`src/rtl/lfsr_prbs_checker_predictor.sv`:
```
// History shift register and next-bit predictor for an XNOR LFSR x^N + x^T + 1.
module lfsr_prbs_checker_predictor #(
    parameter int N = 10,
    parameter int T = 7
) (
    input  logic clk,
    input  logic reset,
    input  logic shift_en,
    input  logic din,
    output logic exp_bit
);

    logic [N-1:0] hist_q;
    logic [N-1:0] hist_d;

    // Received bits (never the prediction) enter the history so the predictor re-seeds itself.
    always_comb begin
        hist_d = hist_q;
        if (shift_en) begin
            hist_d = {hist_q[N-2:0], din};
        end
    end

    always_ff @(posedge clk or negedge reset) begin
        if (!reset) begin
            hist_q <= '0;
        end else begin
            hist_q <= hist_d;
        end
    end

    assign exp_bit = ~(hist_q[N-1] ^ hist_q[T-1]);

endmodule

```
`config.mk`:
```
export PLATFORM = sky130hd
export DESIGN_NAME = lfsr_prbs_checker_predictor
export DESIGN_NICKNAME = d
export VERILOG_FILES = /design/src/rtl/lfsr_prbs_checker_predictor.sv
export SDC_FILE = /design/constraint.sdc
export NUM_CORES = 1
export LEC_CHECK = 0
export CORE_AREA = 2 2 39 41
export DETAILED_ROUTE_END_ITERATION = 8
export DIE_AREA = 0 0 41 43
export HOLD_SLACK_MARGIN = 0.03
export SYNTH_ARGS = -nofsm -noshare
export SYNTH_HDL_FRONTEND = slang
export SYNTH_SLANG_ARGS = --single-unit
export TNS_END_PERCENT = 1
```
`constraint.sdc`:
```
create_clock -name clk -period 0.85 [get_ports clk]
set_input_delay 0.17 -clock clk [delete_from_list [all_inputs] [get_ports clk]]
set_output_delay 0.17 -clock clk [all_outputs]
set_load 0.05 [all_outputs]
```
==> out/qor.log, run 1 <==
INFO  outcome        status=finished with violations
INFO  outcome        failed_checks=negative setup slack
INFO  finish         layout.cells.most_common=sky130_fd_sc_hd__mux2_4
INFO  power          ir_drop=1.01mV
INFO  worst_setup_path required=0.68ns
INFO  power          power.net_switching=0.573mW
INFO  clocking       cts_tree=yes
INFO  global_route   global_route.overflow_total=0
INFO  logic_synthesis synth_area=420squm
INFO  logic_synthesis ys_top_cells_by_area=sky130_fd_sc_hd__dfrtp_1 (60%), sky130_fd_sc_hd__mux2_4 (36%), sky130_fd_sc_hd__buf_6 (2.7%), sky130_fd_sc_hd__xnor2_1 (2.1%)
INFO  clocking       htree_levels=1
INFO  run            maxCapViolations=0
INFO  worst_setup_path critPathLaunchType=flip-flop
INFO  floorplan      coreArea=1380squm
INFO  timing         grt_setup_unrepaired=true
INFO  clocking       clock-sinks=10
INFO  finish         post_route_cells_drive_above_1_share=66.7%
INFO  logic_synthesis yosys_warnings=0
INFO  floorplan      num_io_pins=5
INFO  clocking       cts.clk_slew.worst_paths=0.07ns
INFO  finish         fin_util=41.8%
INFO  global_route   grt_first_pass_wirelength=1120um
INFO  detailed_routing post_dr_vias_cell=4.47
INFO  logic_synthesis postSynthCellCount=22
INFO  detailed_routing met2_wirelength=285um
INFO  floorplan      design.die.area=1760squm
INFO  clocking       numCtsBuffers=3
INFO  timing         worst_slew_margin_rel=90.6%
INFO  finish         max_reg_flops=10
INFO  timing         finalClockSkew=0.00175ns
INFO  logic_synthesis synth.lib_cells_used.distinct=4
INFO  worst_setup_path worst-endpoint-arrival=1.04ns
INFO  power          p_seq_share=39.2%
INFO  floorplan      dieWidth=41um
INFO  timing         worst_slew_pin_slew=0.141ns
INFO  placed_design  gpl.final_weighted_congestion=0.641
INFO  floorplan      initial_core_util=30.4%
INFO  finish         nets=38
INFO  worst_setup_path worst_setup_path_type=flip-flop to output pin
INFO  finish         final_cell_mix=sky130_fd_sc_hd__mux2_4 (10), sky130_fd_sc_hd__dfrtp_1 (8), sky130_fd_sc_hd__clkbuf_4 (3), sky130_fd_sc_hd__buf_4 (3)
INFO  finish         post-route-cell-area=578squm
INFO  clocking       source_to_sink_clock_delay_at_the_later_pin_of_the_worst_skew_pair=0.26ns
INFO  global_route   largest_net_degree_at_the_start_of_global_routing=11
INFO  detailed_routing dr_total_vias=219
INFO  worst_setup_path setup.worst_path.end_class=output pin
INFO  floorplan      fp-row-count=14
INFO  detailed_routing highest-signal-layer=met4
INFO  timing         worst_slack=-0.361ns
INFO  finish         largestRegisters=hist_q: 10 flops
INFO  global_route   gr-usage-all-layers=10.5%
INFO  power          internal_power=1.40mW
INFO  finish         synthToLayoutAreaGrowth=37.5%
INFO  detailed_routing m1WireLength=254um
INFO  power          powerDensity=3410nW/um^2
INFO  placed_design  placement.cell_area=533squm
INFO  worst_setup_path path_max_fanout=2
INFO  timing         slew_viol_final=0
INFO  floorplan      die_y=43um
INFO  logic_synthesis synth_area_leader_cell=sky130_fd_sc_hd__dfrtp_1
INFO  power          clock_power_share=21.5%
INFO  global_route   number_of_global_route_vias_before_repair=244
INFO  timing         post-route-min-period=1.21ns
INFO  detailed_routing routed_wirelength=604um
INFO  detailed_routing met3RoutedLength=43um
INFO  detailed_routing detail_route.wl_per_cell=12.3um
INFO  logic_synthesis ys_seq_elements=10
INFO  power          power.combinational.fraction=39.3%
INFO  clocking       cts-root-buf=sky130_fd_sc_hd__clkbuf_4
INFO  power          switching_share=29.1%
INFO  worst_hold_path worstHoldPathType=primary input to async pin
INFO  detailed_routing route.antenna.remaining_nets=0
INFO  power          total_power=1.97mW
INFO  timing         timing.fmax=826MHz
INFO  placed_design  hpwl=401um
INFO  logic_synthesis netlist.area_leader.share=59.5%
INFO  placed_design  place.port_buffers=4
INFO  finish         insertedDiodeCount=0
INFO  timing         finalCritPeriodShare=143%
INFO  logic_synthesis synth_area_per_cell=19.1squm
INFO  logic_synthesis synth_nets=26
INFO  global_route   grt_antenna_before_repair=0
INFO  finish         registers.top_by_ff_count=hist_q
INFO  detailed_routing route.detailed.drc=0
INFO  detailed_routing detailedRoute.firstPassIterationCount=2
INFO  power          p_leak=0.275nW
INFO  timing         final_hold_viol_count=0
INFO  logic_synthesis synth_sequential_area_ratio=59.5%
INFO  detailed_routing dr.first_iter.drc_count=4
INFO  timing         report.final.setup_viol=3
INFO  clocking       cts_buffer_depth=2
[power groups by stage]
stage	Clock, mW	Combinational [mW]	Sequential (mW)
floorplan	0	0.500	0.741
global placement	0	0.740	0.767
detailed placement	0	0.745	0.775
CTS	0.436	0.784	0.771
global route	0.466	0.810	0.795
finish	0.423	0.774	0.771
[synthesized netlist by cell type]
cell	number
sky130_fd_sc_hd__buf_6	1
sky130_fd_sc_hd__dfrtp_1	10
sky130_fd_sc_hd__mux2_4	10
sky130_fd_sc_hd__xnor2_1	1
[final timing paths]
path                                  startpoint                    end  slack, ns  cells past startpoint
setup / recovery           hist_q[6]$_DFFE_PN0P_                exp_bit      -0.36                      2
setup reg to reg           hist_q[6]$_DFFE_PN0P_  hist_q[6]$_DFFE_PN0P_      -0.11                      2
max in group asynchronous                  reset  hist_q[6]$_DFFE_PN0P_       0.51                      2
hold / removal                             reset  hist_q[7]$_DFFE_PN0P_       0.19                      2
min in group clk                        shift_en  hist_q[0]$_DFFE_PN0P_       0.46                      3
hold reg to reg            hist_q[2]$_DFFE_PN0P_  hist_q[3]$_DFFE_PN0P_       0.51                      1
[area by class of cell]
cell class              instances  area [sq um]
fillers                       131           806
flip-flops and latches         10           253
multi-input cells              11           178
repair buffers                  8          91.3
clock buffers                   4          36.3
well taps                      16          20.0
[critical path, stage by stage, from the launching register on]
cell	delay, ns
sky130_fd_sc_hd__dfrtp_2	0.44
sky130_fd_sc_hd__xnor2_4	0.18
sky130_fd_sc_hd__buf_12	0.15
[per-layer routing]
metal	GRT usage [%]	up-vias
li1	-	99
met1	12.3	109
met2	12.5	7
met3	6.28	4
met4	10.0	0
met5	0	-
[cell families (layout without fill, tap and decap cells)]
kind of cell	count (synthesis)	count (layout)	synth area share, %
mux	10	10	35.7
flops	10	10	59.5
xor+xnor	1	1	2.08
buf+inv	1	12	2.68
[repair_timing]
| item | in CTS | in global routing |
|---|---|---|
| setup buffers | 1 | 0 |
| pin swaps | 1 | 0 |
| setup endpoints to repair | 11 | 3 |
| cloned | 0 | 0 |
| resized for setup | 3 | 0 |
| hold buffers | 0 | 0 |
[through the flow]
| stage | worst slack, ns | hold WS [ns] | instances | TNS, ns |
|---|---|---|---|---|
| floorplan | -0.117 | -0.126 | 22 | -0.117 |
| global placement | -0.416 | 0.472 | 44 | -4.18 |
| detailed placement | -0.433 | 0.469 | 44 | -4.36 |
| CTS | -0.377 | 0.191 | 49 | -0.600 |
| global route | -0.401 | 0.204 | 49 | -0.657 |
| finish | -0.361 | 0.192 | 49 | -0.570 |
Power figures use the tool's default switching activity.
==> run 2, diff against run 1 <==
--- a/config.mk
+++ b/config.mk
@@ -8,7 +8,6 @@
 export CORE_AREA = 2 2 39 41
 export DETAILED_ROUTE_END_ITERATION = 8
 export DIE_AREA = 0 0 41 43
-export HOLD_SLACK_MARGIN = 0.03
 export SYNTH_ARGS = -nofsm -noshare
 export SYNTH_HDL_FRONTEND = slang
 export SYNTH_SLANG_ARGS = --single-unit
==> results of run 2 <==
Same layout as run 1: the final DEF is identical, and so are final timing and power.
